`config.mk`:
```
export PLATFORM = sky130hd
export DESIGN_NAME = mor1kx_branch_resolver_flat
export DESIGN_NICKNAME = d
export VERILOG_FILES = /design/src/rtl/mor1kx_branch_resolver_if.sv /design/src/rtl/mor1kx_branch_resolver.sv /design/src/flat_wrapper.sv
export SDC_FILE = /design/constraint.sdc
export NUM_CORES = 1
export LEC_CHECK = 0
export CAP_MARGIN = 20
export CORE_ASPECT_RATIO = 1.75
export CORE_MARGIN = 1
export CORE_UTILIZATION = 56
export CTS_CLUSTER_SIZE = 14
export DETAILED_ROUTE_END_ITERATION = 6
export GPL_ROUTABILITY_DRIVEN = 0
export HOLD_SLACK_MARGIN = 0.1
export PLACE_DENSITY = 0.85
export SETUP_SLACK_MARGIN = 0.15
export SLEW_MARGIN = 20
export SYNTH_ARGS = -nofsm -noshare
export SYNTH_HDL_FRONTEND = slang
export SYNTH_SLANG_ARGS = --single-unit
```
`constraint.sdc`:
```
create_clock -name clk -period 5.4 [get_ports clk]
set_input_delay 0.54 -clock clk [delete_from_list [all_inputs] [get_ports clk]]
set_output_delay 0.54 -clock clk [all_outputs]
set_load 0.05 [all_outputs]
```
`src/rtl/mor1kx_branch_resolver_if.sv`:
```
// Decode/execute-side signal bundle for the conditional-branch resolver.
// The pipeline drives through the master modport, and the resolver sits on the slave modport.
interface mor1kx_branch_resolver_if #(
  parameter int unsigned OPTION_OPERAND_WIDTH = 32,
  parameter int unsigned CNT_WIDTH            = 32
);
  logic                            padv_decode_i;
  logic                            op_bf_i;
  logic                            op_bnf_i;
  logic                            predicted_flag_i;
  logic [OPTION_OPERAND_WIDTH-1:0] decode_pc_i;
  logic                            padv_execute_i;
  logic                            execute_brcond_i;
  logic                            flag_i;
  logic                            pipeline_flush_i;
  logic                            execute_op_bf_o;
  logic                            execute_op_bnf_o;
  logic                            prev_op_brcond_o;
  logic                            branch_mispredict_o;
  logic [OPTION_OPERAND_WIDTH-1:0] mispredict_pc_o;
  logic                            stall_o;
  logic                            underflow_err_o;
  logic [CNT_WIDTH-1:0]            brn_count_o;
  logic [CNT_WIDTH-1:0]            mispred_count_o;

  modport master (
    output padv_decode_i, op_bf_i, op_bnf_i, predicted_flag_i, decode_pc_i,
    output padv_execute_i, execute_brcond_i, flag_i, pipeline_flush_i,
    input  execute_op_bf_o, execute_op_bnf_o, prev_op_brcond_o, branch_mispredict_o,
    input  mispredict_pc_o, stall_o, underflow_err_o, brn_count_o, mispred_count_o
  );

  modport slave (
    input  padv_decode_i, op_bf_i, op_bnf_i, predicted_flag_i, decode_pc_i,
    input  padv_execute_i, execute_brcond_i, flag_i, pipeline_flush_i,
    output execute_op_bf_o, execute_op_bnf_o, prev_op_brcond_o, branch_mispredict_o,
    output mispredict_pc_o, stall_o, underflow_err_o, brn_count_o, mispred_count_o
  );
endinterface

```
`src/rtl/mor1kx_branch_resolver.sv`:
```
// Tracks in-flight l.bf/l.bnf branches between decode and execute in a small circular queue.
// It resolves them against SR[F], flags mispredicts, and keeps saturating statistics.
module mor1kx_branch_resolver #(
  parameter int unsigned OPTION_OPERAND_WIDTH = 32,
  parameter int unsigned QUEUE_DEPTH          = 2,
  parameter int unsigned CNT_WIDTH            = 32
) (
  input logic                     clk,
  input logic                     rst,
  mor1kx_branch_resolver_if.slave bus
);

  localparam int unsigned PtrW = (QUEUE_DEPTH > 1) ? $clog2(QUEUE_DEPTH) : 1;
  localparam int unsigned OccW = $clog2(QUEUE_DEPTH + 1);

  // Queue storage: type (1 = l.bf, 0 = l.bnf), predicted flag, PC
  logic                            r_type_bf [QUEUE_DEPTH];
  logic                            r_pred    [QUEUE_DEPTH];
  logic [OPTION_OPERAND_WIDTH-1:0] r_pc      [QUEUE_DEPTH];

  logic [PtrW-1:0]                 r_rd_ptr;
  logic [PtrW-1:0]                 r_wr_ptr;
  logic [OccW-1:0]                 r_occ;

  logic                            r_prev_brcond;
  logic                            r_mispredict;
  logic [OPTION_OPERAND_WIDTH-1:0] r_mispredict_pc;
  logic                            r_underflow;
  logic [CNT_WIDTH-1:0]            r_brn_count;
  logic [CNT_WIDTH-1:0]            r_mispred_count;

  logic                            w_full;
  logic                            w_empty;
  logic                            w_flush;
  logic                            w_brcond;
  logic                            w_resolve;
  logic                            w_underflow;
  logic                            w_push_req;
  logic                            w_push;
  logic                            w_head_bf;
  logic                            w_head_pred;
  logic [OPTION_OPERAND_WIDTH-1:0] w_head_pc;
  logic                            w_taken;
  logic                            w_mispredict;
  logic [PtrW-1:0]                 w_rd_ptr_inc;
  logic [PtrW-1:0]                 w_wr_ptr_inc;

  // Decode of push/resolve/mispredict conditions from registered queue state
  always_comb begin
    w_full       = (r_occ == OccW'(QUEUE_DEPTH));
    w_empty      = (r_occ == '0);
    w_flush      = bus.pipeline_flush_i;
    w_brcond     = bus.padv_execute_i && bus.execute_brcond_i;
    w_resolve    = w_brcond && !w_empty;
    w_underflow  = w_brcond && w_empty;
    w_head_bf    = r_type_bf[r_rd_ptr];
    w_head_pred  = r_pred[r_rd_ptr];
    w_head_pc    = r_pc[r_rd_ptr];
    w_taken      = w_head_bf ? bus.flag_i : !bus.flag_i;
    w_mispredict = w_resolve && (w_taken != w_head_pred);
    w_push_req   = bus.padv_decode_i && (bus.op_bf_i || bus.op_bnf_i);
    // A full queue still accepts a push when a correct resolve frees the head slot in the same
    // cycle; a mispredict discards the push along with the rest of the queue.
    w_push       = w_push_req && !w_mispredict && (!w_full || w_resolve);
    w_rd_ptr_inc = (r_rd_ptr == PtrW'(QUEUE_DEPTH - 1)) ? '0 : r_rd_ptr + PtrW'(1);
    w_wr_ptr_inc = (r_wr_ptr == PtrW'(QUEUE_DEPTH - 1)) ? '0 : r_wr_ptr + PtrW'(1);
  end

  // Pointer and occupancy update; flush and mispredict both empty the queue
  always_ff @(posedge clk or negedge rst) begin
    if (!rst) begin
      r_rd_ptr <= '0;
      r_wr_ptr <= '0;
      r_occ    <= '0;
    end else if (w_flush || w_mispredict) begin
      r_rd_ptr <= '0;
      r_wr_ptr <= '0;
      r_occ    <= '0;
    end else begin
      if (w_push) begin
        r_wr_ptr <= w_wr_ptr_inc;
      end
      if (w_resolve) begin
        r_rd_ptr <= w_rd_ptr_inc;
      end
      if (w_push && !w_resolve) begin
        r_occ <= r_occ + OccW'(1);
      end else if (!w_push && w_resolve) begin
        r_occ <= r_occ - OccW'(1);
      end
    end
  end

  // Entry write at the tail
  always_ff @(posedge clk or negedge rst) begin
    if (!rst) begin
      for (int unsigned i = 0; i < QUEUE_DEPTH; i++) begin
        r_type_bf[i] <= 1'b0;
        r_pred[i]    <= 1'b0;
        r_pc[i]      <= '0;
      end
    end else if (w_push && !w_flush) begin
      r_type_bf[r_wr_ptr] <= bus.op_bf_i;
      r_pred[r_wr_ptr]    <= bus.predicted_flag_i;
      r_pc[r_wr_ptr]      <= bus.decode_pc_i;
    end
  end

  // Registered resolve strobes, mispredict PC, sticky underflow and saturating counters
  always_ff @(posedge clk or negedge rst) begin
    if (!rst) begin
      r_prev_brcond   <= 1'b0;
      r_mispredict    <= 1'b0;
      r_mispredict_pc <= '0;
      r_underflow     <= 1'b0;
      r_brn_count     <= '0;
      r_mispred_count <= '0;
    end else begin
      r_prev_brcond <= w_resolve && !w_flush;
      r_mispredict  <= w_mispredict && !w_flush;
      if (w_mispredict && !w_flush) begin
        r_mispredict_pc <= w_head_pc;
      end
      if (w_underflow && !w_flush) begin
        r_underflow <= 1'b1;
      end
      if (w_resolve && !w_flush && (r_brn_count != '1)) begin
        r_brn_count <= r_brn_count + CNT_WIDTH'(1);
      end
      if (w_mispredict && !w_flush && (r_mispred_count != '1)) begin
        r_mispred_count <= r_mispred_count + CNT_WIDTH'(1);
      end
    end
  end

  assign bus.stall_o             = w_full;
  assign bus.execute_op_bf_o     = !w_empty && w_head_bf;
  assign bus.execute_op_bnf_o    = !w_empty && !w_head_bf;
  assign bus.prev_op_brcond_o    = r_prev_brcond;
  assign bus.branch_mispredict_o = r_mispredict;
  assign bus.mispredict_pc_o     = r_mispredict_pc;
  assign bus.underflow_err_o     = r_underflow;
  assign bus.brn_count_o         = r_brn_count;
  assign bus.mispred_count_o     = r_mispred_count;

endmodule

```
`src/flat_wrapper.sv`:
```
// flat-port wrapper written by rule: the top's interface ports become plain ports
module mor1kx_branch_resolver_flat 
#(
  parameter int unsigned OPTION_OPERAND_WIDTH = 32,
  parameter int unsigned QUEUE_DEPTH          = 2,
  parameter int unsigned CNT_WIDTH            = 32
)
  (clk, rst, bus_padv_decode_i, bus_op_bf_i, bus_op_bnf_i, bus_predicted_flag_i, bus_decode_pc_i, bus_padv_execute_i, bus_execute_brcond_i, bus_flag_i, bus_pipeline_flush_i, bus_execute_op_bf_o, bus_execute_op_bnf_o, bus_prev_op_brcond_o, bus_branch_mispredict_o, bus_mispredict_pc_o, bus_stall_o, bus_underflow_err_o, bus_brn_count_o, bus_mispred_count_o);
  mor1kx_branch_resolver_if #(.OPTION_OPERAND_WIDTH(OPTION_OPERAND_WIDTH), .CNT_WIDTH(CNT_WIDTH)) bus_i ();
  input logic clk;
  input logic rst;
  input wire logic [$bits(bus_i.padv_decode_i)-1:0] bus_padv_decode_i;
  input wire logic [$bits(bus_i.op_bf_i)-1:0] bus_op_bf_i;
  input wire logic [$bits(bus_i.op_bnf_i)-1:0] bus_op_bnf_i;
  input wire logic [$bits(bus_i.predicted_flag_i)-1:0] bus_predicted_flag_i;
  input wire logic [$bits(bus_i.decode_pc_i)-1:0] bus_decode_pc_i;
  input wire logic [$bits(bus_i.padv_execute_i)-1:0] bus_padv_execute_i;
  input wire logic [$bits(bus_i.execute_brcond_i)-1:0] bus_execute_brcond_i;
  input wire logic [$bits(bus_i.flag_i)-1:0] bus_flag_i;
  input wire logic [$bits(bus_i.pipeline_flush_i)-1:0] bus_pipeline_flush_i;
  output wire logic [$bits(bus_i.execute_op_bf_o)-1:0] bus_execute_op_bf_o;
  output wire logic [$bits(bus_i.execute_op_bnf_o)-1:0] bus_execute_op_bnf_o;
  output wire logic [$bits(bus_i.prev_op_brcond_o)-1:0] bus_prev_op_brcond_o;
  output wire logic [$bits(bus_i.branch_mispredict_o)-1:0] bus_branch_mispredict_o;
  output wire logic [$bits(bus_i.mispredict_pc_o)-1:0] bus_mispredict_pc_o;
  output wire logic [$bits(bus_i.stall_o)-1:0] bus_stall_o;
  output wire logic [$bits(bus_i.underflow_err_o)-1:0] bus_underflow_err_o;
  output wire logic [$bits(bus_i.brn_count_o)-1:0] bus_brn_count_o;
  output wire logic [$bits(bus_i.mispred_count_o)-1:0] bus_mispred_count_o;
  assign bus_i.padv_decode_i = bus_padv_decode_i;
  assign bus_i.op_bf_i = bus_op_bf_i;
  assign bus_i.op_bnf_i = bus_op_bnf_i;
  assign bus_i.predicted_flag_i = bus_predicted_flag_i;
  assign bus_i.decode_pc_i = bus_decode_pc_i;
  assign bus_i.padv_execute_i = bus_padv_execute_i;
  assign bus_i.execute_brcond_i = bus_execute_brcond_i;
  assign bus_i.flag_i = bus_flag_i;
  assign bus_i.pipeline_flush_i = bus_pipeline_flush_i;
  assign bus_execute_op_bf_o = bus_i.execute_op_bf_o;
  assign bus_execute_op_bnf_o = bus_i.execute_op_bnf_o;
  assign bus_prev_op_brcond_o = bus_i.prev_op_brcond_o;
  assign bus_branch_mispredict_o = bus_i.branch_mispredict_o;
  assign bus_mispredict_pc_o = bus_i.mispredict_pc_o;
  assign bus_stall_o = bus_i.stall_o;
  assign bus_underflow_err_o = bus_i.underflow_err_o;
  assign bus_brn_count_o = bus_i.brn_count_o;
  assign bus_mispred_count_o = bus_i.mispred_count_o;
  mor1kx_branch_resolver #(.OPTION_OPERAND_WIDTH(OPTION_OPERAND_WIDTH), .QUEUE_DEPTH(QUEUE_DEPTH), .CNT_WIDTH(CNT_WIDTH)) u_core (.clk(clk), .rst(rst), .bus(bus_i));
endmodule
```
==> results.sh <==
export IMPL_stdcell_area_um2=9657
export IMPL_via_per_inst=5.574
export IMPL_dpl_worst_slack_ns=1.865
export IMPL_grt_pass1_wl_um=26630
export IMPL_cts_hold_buffers=0
export IMPL_fp_dieW_um=89.57
export IMPL_worst_pin_slew_ns=1.115
export IMPL_grt_pass1_vias=5481
export IMPL_instances_no_fill=931
export IMPL_row_count=55
export IMPL_ys_seq_area_frac=0.5694
export IMPL_yosys_top_cells_area="dfrtp_1 57%, mux2_2 6.3%, mux2_4 6.0%"
export IMPL_cp_max_fo=38
export IMPL_nets=792
export IMPL_route_detailed_drc=0
export IMPL_numClockSinks=171
export IMPL_fin_ws_ns=2.045
export IMPL_cts_tree="yes"
export IMPL_fill_cells=857
export IMPL_first_iter_violations=273
export IMPL_yosysTopAreaCell="dfrtp_1"
export IMPL_antenna_left=0
export IMPL_rsz0062_at_grt="false"
export IMPL_path_cells="buf_4, nor2_1, mux2_2, or2_1, a21o_1, or3_2, mux2_4"
export IMPL_yosysUniqueCellTypes=39
export IMPL_fp_dieH_um=155.2
export IMPL_die_area_um2=13900
export IMPL_cp_end_kind="flop"
export IMPL_hpwl_um=11470
export IMPL_powerDensity_nw_per_um2=512.9
export IMPL_hold_violations=0
export IMPL_postSynthCellCount=606
export IMPL_drt_wl_total_um=16470
export IMPL_design_core_area_um2=13010
export IMPL_post_cts_buffers=0
export IMPL_holdWs_ns=0.2563
export IMPL_crit_path_max_incr_delay_ns=0.90
export IMPL_cts_buffer_depth=2
export IMPL_arrival_ns=3.66
export IMPL_yosys_warnings=0
export IMPL_multi_input_area_um2=3067
export IMPL_worst_hold_path_type="in2async"
export IMPL_placedCellCount=899
export IMPL_routedWlPerCell_um=17.69
export IMPL_max_vdd_ir_drop_mv=0.4246
export IMPL_synth_nets=651
export IMPL_crit_type="reg2reg"
export IMPL_layout_common_cells="170 x dfrtp_1, 142 x clkdlybuf4s50_1, 57 x nand2_1, 49 x xnor2_1, 42 x mux2_2"
export IMPL_status="finished, final reports clean"
export IMPL_skew_ns=0.01255
export IMPL_setup_viol=0
export IMPL_cts_buffers=17
export IMPL_grt_usage=0.2536
export IMPL_yosys_area_top_type_share=0.5694
export IMPL_grt_overflow=0
export IMPL_fin_crit_ns=3.355
export IMPL_cp_start_kind="flop"
export IMPL_start_util=0.5778
export IMPL_worstSkewPairLatency_ns=0.42
export IMPL_seq_area_um2=4280
export IMPL_numPortBuffers=143
export IMPL_num_antenna_cells=0
export IMPL_r2r_cells=7
export IMPL_io_pins=144
export IMPL_syn_avg_cell_area_um2=12.40
export IMPL_grt_max_degree=127
export IMPL_synth_cell_area_um2=7515
export IMPL_post_route_util=0.7425
export IMPL_htree_levels=4
export IMPL_tns_ns=0
export IMPL_cts_root_buf="clkbuf_16"
export IMPL_ys_seq_elements=171
export IMPL_p_leak_nw=4.244
export IMPL_relSlewSlack=0.2565
export IMPL_firstDrtPassIters=5
export IMPL_final_common_cell="dfrtp_1"
export IMPL_vias=5189
export IMPL_min_period_over_period=0.6213
export IMPL_maxCapViolCount=0
export IMPL_clk_pin_slew_ns=0.06
export IMPL_maxSlewViolCount=0
export IMPL_cp_required_ns=5.70
export IMPL_slowest_stage="or3_2"
export IMPL_drive_gt1_frac=0.1526
export IMPL_grt_antenna_before_repair=0
export IMPL_cts_resized=0
export IMPL_area_growth_pct=28.50
export IMPL_fmax_mhz=298.1
export IMPL_place_area_um2=9044
export IMPL_power_mw=4.953
==> cell usage after synthesis, drive strengths merged <==
library cell / count
a21o: 3
a21oi: 3
and2: 3
and3: 16
and4: 7
buf: 11
clkbuf: 13
dfrtp: 171
ha: 3
inv: 8
mux2: 72
mux2i: 34
nand2: 57
nand2b: 2
nand3: 27
nand3b: 1
nand4: 22
nor2: 27
nor2b: 3
nor3: 10
nor4: 3
nor4b: 1
o2111ai: 1
o21ai: 34
or2: 4
or3: 2
xnor2: 49
xor2: 19
==> registers in the layout, summed over array words and instances, names as in the netlist, 2 cells and up <==
signal and flops:
u_core.r_occ 2, u_core.bus.mispred_count_o 32, u_core.r_pred 2, u_core.r_pc 64
u_core.bus.mispredict_pc_o 32, u_core.bus.brn_count_o 32, u_core.r_type_bf 2
==> per-layer routing <==
metal  routed length, um  vias to the layer above  GRT usage
met3                 624                       41    0.06207
met5                   0                        -          0
met1                6314                     2610     0.2854
met4                 538                        0     0.1141
li1                    -                     2385          -
met2                8996                      153     0.4419
==> final timing paths <==
path | endpoint | slack, ns | from
worst max-delay path | u_core.r_pc[61] | 2.04 | u_core.r_rd_ptr
worst min-delay path | u_core.bus.brn_count_o[0] | 0.26 | rst
min in group clk | u_core.bus.underflow_err_o | 0.46 | u_core.bus.underflow_err_o
worst min register to register | u_core.bus.underflow_err_o | 0.46 | u_core.bus.underflow_err_o
worst max register to register | u_core.r_pc[61] | 2.04 | u_core.r_rd_ptr
max in group asynchronous | u_core.r_rd_ptr | 3.98 | rst
==> worst max-delay path, delay by kind of cell, from the launching register on <==
family	cells	cell delay, ns
simple gates	3	1.31
buf+inv	1	0.53
mux	2	0.79
compound gates	1	0.25
flops	1	0.34
==> layout make-up <==
| class | count | area share |
|---|---|---|
| repair buffers | 146 | 0.1509 |
| clock buffers | 19 | 0.04587 |
| clock inverters | 13 | 0.01710 |
| inverters | 8 | 0.003110 |
| well taps | 171 | 0.02216 |
| flip-flops and latches | 171 | 0.4433 |
| multi-input cells | 403 | 0.3176 |
==> power by group <==
part / switching, mW / internal (mW)
registers: 0.281 / 1.70
clock network: 0.505 / 0.744
logic: 0.987 / 0.741
==> cell families (layout without fill, tap and decap cells) <==
kind of cell,after synthesis,after routing,synth area share
AO/OA/AOI/OAI,41,41,0.02880
AND/OR/NAND/NOR,185,185,0.1242
adder cells (fa/ha/maj),3,3,0.004996
multiplexers,106,106,0.1682
buffers and inverters,32,186,0.02514
flip-flops,171,171,0.5694
XOR/XNOR,68,68,0.07925
No activity file was read; power rests on OpenSTA's default activity.
